`src/rtl/multi_debounce_filter.sv`:
```
// Multi-channel switch debouncer with per-channel rise/fall pulses and optional long-press flag.
// Define MULTI_DEBOUNCE_HOLD_EN to build the long-press (o_Hold) counters; otherwise o_Hold is tied low.
module multi_debounce_filter #(
  parameter int unsigned NUM_CH         = 4,
  parameter int unsigned DEBOUNCE_LIMIT = 250000,
  parameter int unsigned HOLD_LIMIT     = 25000000
) (
  input  logic              i_Clk,
  input  logic              i_Rst,
  input  logic [NUM_CH-1:0] i_Bouncy,
  output logic [NUM_CH-1:0] o_Debounced,
  output logic [NUM_CH-1:0] o_Rise,
  output logic [NUM_CH-1:0] o_Fall,
  output logic [NUM_CH-1:0] o_Hold,
  output logic              o_Any_Change
);

  localparam int unsigned CNT_W = (DEBOUNCE_LIMIT > 1) ? $clog2(DEBOUNCE_LIMIT) : 1;
  localparam logic [CNT_W-1:0] CNT_MAX = CNT_W'(DEBOUNCE_LIMIT - 1);

  if (NUM_CH < 1 || DEBOUNCE_LIMIT < 2 || HOLD_LIMIT < 1) begin : g_bad_params
    $error("multi_debounce_filter: parameter out of range");
  end

  logic [NUM_CH-1:0] sync_s1;
  logic [NUM_CH-1:0] sync_s2;
  logic [NUM_CH-1:0] load;

  // Two-flop synchronizer for the asynchronous switch inputs
  always_ff @(posedge i_Clk or posedge i_Rst) begin
    if (i_Rst) begin
      sync_s1 <= '0;
      sync_s2 <= '0;
    end else begin
      sync_s1 <= i_Bouncy;
      sync_s2 <= sync_s1;
    end
  end

  for (genvar ch = 0; ch < NUM_CH; ch++) begin : g_deb
    logic [CNT_W-1:0] cnt;

    // Accept the new level once it has disagreed with the output for DEBOUNCE_LIMIT edges
    assign load[ch] = (sync_s2[ch] != o_Debounced[ch]) && (cnt == CNT_MAX);

    always_ff @(posedge i_Clk or posedge i_Rst) begin
      if (i_Rst) begin
        cnt <= '0;
      end else if (sync_s2[ch] == o_Debounced[ch]) begin
        cnt <= '0;
      end else if (cnt == CNT_MAX) begin
        cnt <= '0;
      end else begin
        cnt <= cnt + CNT_W'(1);
      end
    end
  end

  // Edge pulses are registered alongside the level so they line up with its first new cycle
  always_ff @(posedge i_Clk or posedge i_Rst) begin
    if (i_Rst) begin
      o_Debounced <= '0;
      o_Rise      <= '0;
      o_Fall      <= '0;
    end else begin
      o_Debounced <= o_Debounced ^ load;
      o_Rise      <= load & sync_s2;
      o_Fall      <= load & ~sync_s2;
    end
  end

  assign o_Any_Change = |(o_Rise | o_Fall);

`ifdef MULTI_DEBOUNCE_HOLD_EN
  localparam int unsigned HOLD_W = (HOLD_LIMIT > 1) ? $clog2(HOLD_LIMIT) : 1;
  localparam logic [HOLD_W-1:0] HOLD_MAX = HOLD_W'(HOLD_LIMIT - 1);

  for (genvar ch = 0; ch < NUM_CH; ch++) begin : g_hold
    logic [HOLD_W-1:0] hold_cnt;
    logic              hold_q;

    // Saturating press timer; a falling load clears the flag on the same edge as the fall
    always_ff @(posedge i_Clk or posedge i_Rst) begin
      if (i_Rst) begin
        hold_cnt <= '0;
        hold_q   <= 1'b0;
      end else if (!o_Debounced[ch] || load[ch]) begin
        hold_cnt <= '0;
        hold_q   <= 1'b0;
      end else if (hold_cnt == HOLD_MAX) begin
        hold_q   <= 1'b1;
      end else begin
        hold_cnt <= hold_cnt + HOLD_W'(1);
      end
    end

    assign o_Hold[ch] = hold_q;
  end
`else
  assign o_Hold = '0;
`endif

endmodule

```
`config.mk`:
```
export PLATFORM = sky130hd
export DESIGN_NAME = multi_debounce_filter
export DESIGN_NICKNAME = d
export VERILOG_FILES = /design/src/rtl/multi_debounce_filter.sv
export SDC_FILE = /design/constraint.sdc
export NUM_CORES = 1
export LEC_CHECK = 0
export BUFFER_PORTS_ARGS = -buffer_cell sky130_fd_sc_hd__buf_2
export CAP_MARGIN = 10
export CORE_MARGIN = 3
export CORE_UTILIZATION = 26
export DETAILED_ROUTE_END_ITERATION = 12
export PLACE_DENSITY = 0.47
export RECOVER_POWER = 25
export SLEW_MARGIN = 10
export SYNTH_ARGS = -nofsm -noshare
export SYNTH_HDL_FRONTEND = slang
export SYNTH_SLANG_ARGS = --single-unit
```
`constraint.sdc`:
```
create_clock -name i_Clk -period 2.47 [get_ports i_Clk]
set_clock_uncertainty 0.2 [all_clocks]
set_input_delay 0.1235 -clock i_Clk [delete_from_list [all_inputs] [get_ports i_Clk]]
set_output_delay 0.1235 -clock i_Clk [all_outputs]
set_load 0.01 [all_outputs]
```
# ---- After elaboration in Yosys (flattened, before gate mapping)
# Index checks and enable logic that the tools add are counted.
# W data, S select, Z words.
dict set report word_totals {
  reg_bits 92
  latch_bits 0
  ramBits 0
  mem_bits_ro 0
  inputBits 6
  output_inout_bits 17
  wordCells 43
  mem_count 0
}
dict set report classes {
  add_sub_neg 4
  n_mul 0
  div_mod_pow 0
  n_lt_le_gt_ge 0
  n_eq_ne 12
  shift 0
  mux 8
  n_bitwise 5
  n_reduce_logical 5
}
# op count
set ops {}
lappend ops {{$mux W18} 8}
lappend ops {{$add A18 B1 Y18 const B} 4}
lappend ops {{$eq A18 B18 Y1 const B} 4}
lappend ops {{$and A4 B4 Y4} 2}
lappend ops {{$eq A1 B1 Y1} 4}
lappend ops {{$logic_and A1 B1 Y1} 4}
lappend ops {{$ne A1 B1 Y1} 4}
lappend ops {{$not A4 Y4} 1}
lappend ops {{$or A4 B4 Y4} 1}
lappend ops {{$reduce_or A4 Y1} 1}
lappend ops {{$xor A4 B4 Y4} 1}

# ---- Logic depth before layout (Yosys ltp)
dict set report depth {
  ltp_word 3
  depth_mapped 6
  ltp_nobuf 5
}

# ---- Least setup slack after synthesis
# No wires, ideal clock.
dict set report synth_path {
  path_type {reg2reg}
  from {reg g_deb[3].cnt[10]}
  to {reg with a tool-made name}
  arrival_time_ps 1735
  required_time_ps 2145
  path_slack_ps 410
  stages_incl_launch_ff 5
  period_less_slack_ps 2060
  cell_sequence {dfrtp_1 nor4_2 nand4_2 or4_4 mux2_4}
}
# item line_no
set synth_rtl {}
lappend synth_rtl {{from (decl)} 41} ;# logic [CNT_W-1:0] cnt;
lappend synth_rtl {{from (signal assigned)} 54} ;# cnt <= cnt + CNT_W'(1);

==> results by group <==
Status
  – Status: completed

Placed design
  – HPWL reported at the end of detailed placement: 5737 µm
  – # port buffers: 18
  – GP Congestion: 0.7901
  – DP Area: 4721 µm²

Critical path
  – Critical path capture point type: flop
  – CP max stage delay: 0.60 ns
  – Critical Path Slowest Stage Cell: or4_4
  – CP top delay family: simple AND/OR/NAND/NOR gates
  – CP cell instances: nor4_2 -> nand4_2 -> or4_4 -> mux2_4
  – Critical path required time: 2.50 ns
  – CP Class: flop to flop
  – Buf/Inv on CP: 0
  – Arr. time, crit path: 2.18 ns
  – CP max FO: 5
  – Critical Path Start Type: flop

Clocking
  – CTS-repair resized insts: 0
  – Clk buf depth: 2
  – Clock Latency Late Sink: 0.34 ns
  – Clock Tree Root: clkbuf_16
  – TritonCTS Buffers: 9
  – Postcts setup bufs: 0
  – Clock transition at path regs: 0.06 ns
  – Htree depth: 3
  – Post-CTS Hold Buffers: 5
  – Clock sinks: 92
  – CTS tree: done

Layout
  – Commonest cells after routing, fill and taps aside: dfrtp_1 (92), nor2_1 (63), xnor2_1 (34)
  – Util after Layout: 31.57%
  – Layout area overhead: 17.31%
  – Share of layout cells above drive strength 1: 12.94%
  – N_diodes: 0
  – Cell area after layout: 5070 µm²
  – Nets: 461
  – Commonest non-fill, non-tap cell in the layout: dfrtp_1
  – Fillers: 1641

Global routing
  – Overflow after GRT: 0
  – Largest net degree at the start of global routing: 93
  – Initial antenna violation count: 0
  – Vias in the first global route: 3006
  – First-pass GRT wire length: 14900 µm
  – GRT Total Usage: 10.15%

Logic synthesis
  – Synth Area in Simple Gates: 26.38%
  – Unique masters post-synth: 39
  – Syn Std Cell Area: 4322 µm²
  – XOR/XNOR share of the synthesized area: 11.15%
  – Number of synthesized register bits: 92
  – Syn Area/Cell: 10.39 µm²
  – Adder-Cell Fraction of Synth Area: 1.158%
  – Sequential element share of the synthesized area: 53.27%
  – Proportion of synthesized area in mux cells: 1.129%
  – Synthesis Warnings: 0
  – Combinational family with the most area after synthesis: simple AND/OR/NAND/NOR gates
  – Compound-Gate Fraction of Synth Area: 4.574%
  – Post-synthesis cell count: 416

Min path
  – HP Class: flop to flop

Detailed routing
  – Via density: 4.603
  – Routed vias: 3093
  – Per-cell routed wire length: 12.79 µm
  – Antenna-violating nets left: 0
  – First-pass DRT Iterations: 4
  – DRT iter0 DRCs: 209
  – Final WL: 8594 µm
  – DRC: 0

Power and ir drop
  – Psw: 671.2 µW
  – Leak: 0.002079 µW
  – Flop pwr share: 50.4%
  – Peak supply drop: 0.4002 mV
  – Clock Power Share: 46.2%
  – Switching part of the total: 21.81%
  – Power Density: 607.0 nW/µm²
  – Combinational power share: 3.4%
  – P_int: 2406 µW

Die
  – Die footprint: 18200 µm²
  – DIE HEIGHT: 134.9 µm
  – Starting density of the core: 26.91%
  – Chip width: 134.9 µm
  – Row Count: 46
  – Boundary Pins: 23
  – Total core area: 16060 µm²

Flow run
  – Max-cap violation count: 0

Timing
  – Fin crit share: 87.18%
  – Worst slew margin: 15.11%
  – Setup violators final: 0
  – Fin Setup TNS: 0 ns
  – RSZ-0062 raised after global routing: false
  – Achievable Freq: 0.4644 GHz
  – Fin crit period: 2.153 ns
  – Final hold violation count: 0
  – Min Hold Slack: 0.1476 ns
  – Worst Tran Pin Value: 1.273 ns
  – Max-slew violation total from the final report: 0
## logic make-up (layout without fill, tap and decap cells)
kind of cell,after synthesis,after routing
AND/OR/NAND/NOR,209,209
flip-flops,92,92
XOR/XNOR,55,55
AO/OA/AOI/OAI,30,30
buffers and inverters,21,58
adder cells (fa/ha/maj),4,4
multiplexers,4,4
other,1,4
## Yosys cell counts
master	number	area share (%)
nor2b_1	3	0.43
o41ai_4	1	0.64
a21oi_1	13	1.5
or4_4	1	0.26
dfrtp_1	92	53
xnor2_1	34	6.9
and2_1	3	0.43
mux2_2	3	0.78
nand3_1	22	2.5
nor4_2	1	0.29
nor2_1	63	5.5
nand4_1	26	3.8
conb_1	1	0.087
or4_1	7	1.2
clkbuf_1	5	0.43
nor3_1	9	1.0
buf_2	3	0.35
nand2_1	20	1.7
inv_1	9	0.78
o31ai_1	7	1.2
buf_4	4	0.69
or3b_2	1	0.20
o21ai_0	4	0.46
mux2_4	1	0.35
nor4_1	14	2.0
or2_2	3	0.43
nor4b_1	2	0.41
nand4_2	2	0.58
and3_1	8	1.2
nor3b_1	8	1.4
nor4bb_1	2	0.46
and3_2	1	0.17
and4_1	8	1.6
o21ai_1	3	0.35
or3_1	5	0.72
ha_1	4	1.2
xor2_1	21	4.3
o41ai_1	1	0.20
a31o_2	1	0.20
## per-stage QoR
| step | total power [µW] | instances | setup WS [ns] |
|---|---|---|---|
| floorplan | 1647 | 419 | 0.4097 |
| global placement | 1683 | 651 | 0.3383 |
| detailed placement | 1684 | 651 | 0.3028 |
| CTS | 3151 | 672 | 0.2960 |
| global route | 3230 | 672 | 0.2076 |
| finish | 3077 | 672 | 0.3166 |
## flip-flops by register name, summed over array words and instances (netlist names), named ones only
register,count
sync_s2,4
o_Rise,4
sync_s1,4
g_deb.cnt,72
o_Fall,4
## metal layers
metal  routed length, µm  vias to the layer above  global-route usage, %
met4                 107                        0                  2.715
li1                    -                     1543                      -
met1                4394                     1493                  13.93
met5                   0                        -                      0
met3                 274                       14                  3.353
met2                3817                       43                  15.43
## path summary, 6_finish.rpt
| kind | from | to | slack (ns) | depth (start not counted) |
|---|---|---|---|---|
| min in group asynchronous | i_Rst | g_deb[0].cnt[9] | 0.58 | 4 |
| max | g_deb[3].cnt[10] | flop | 0.32 | 4 |
| min | sync_s1[2] | sync_s2[2] | 0.15 | 0 |
| max reg2reg | g_deb[3].cnt[10] | flop | 0.32 | 4 |
| min reg2reg | sync_s1[2] | sync_s2[2] | 0.15 | 0 |
| max in group asynchronous | i_Rst | g_deb[2].cnt[1] | 0.66 | 4 |
## area by class of cell
type | instances | area (µm²) | share of cell area [%]
Clock inverter | 5 | 60.06 | 1.185
Tap cell | 216 | 270.3 | 5.331
Clock buffer | 11 | 252.7 | 4.985
Inverter | 9 | 37.54 | 0.7404
Timing Repair Buffer | 33 | 214.0 | 4.220
Multi-Input combinational cell | 306 | 1933 | 38.13
Sequential cell | 92 | 2302 | 45.41
## power by group through the flow
stage	sequential (µW)	combinational [µW]	clock, µW
global route	1550	120	1560
CTS	1550	111	1490
detailed placement	1580	104	0
floorplan	1580	71.7	0
global placement	1580	104	0
finish	1550	103	1420
Power figures use the tool's default switching activity.
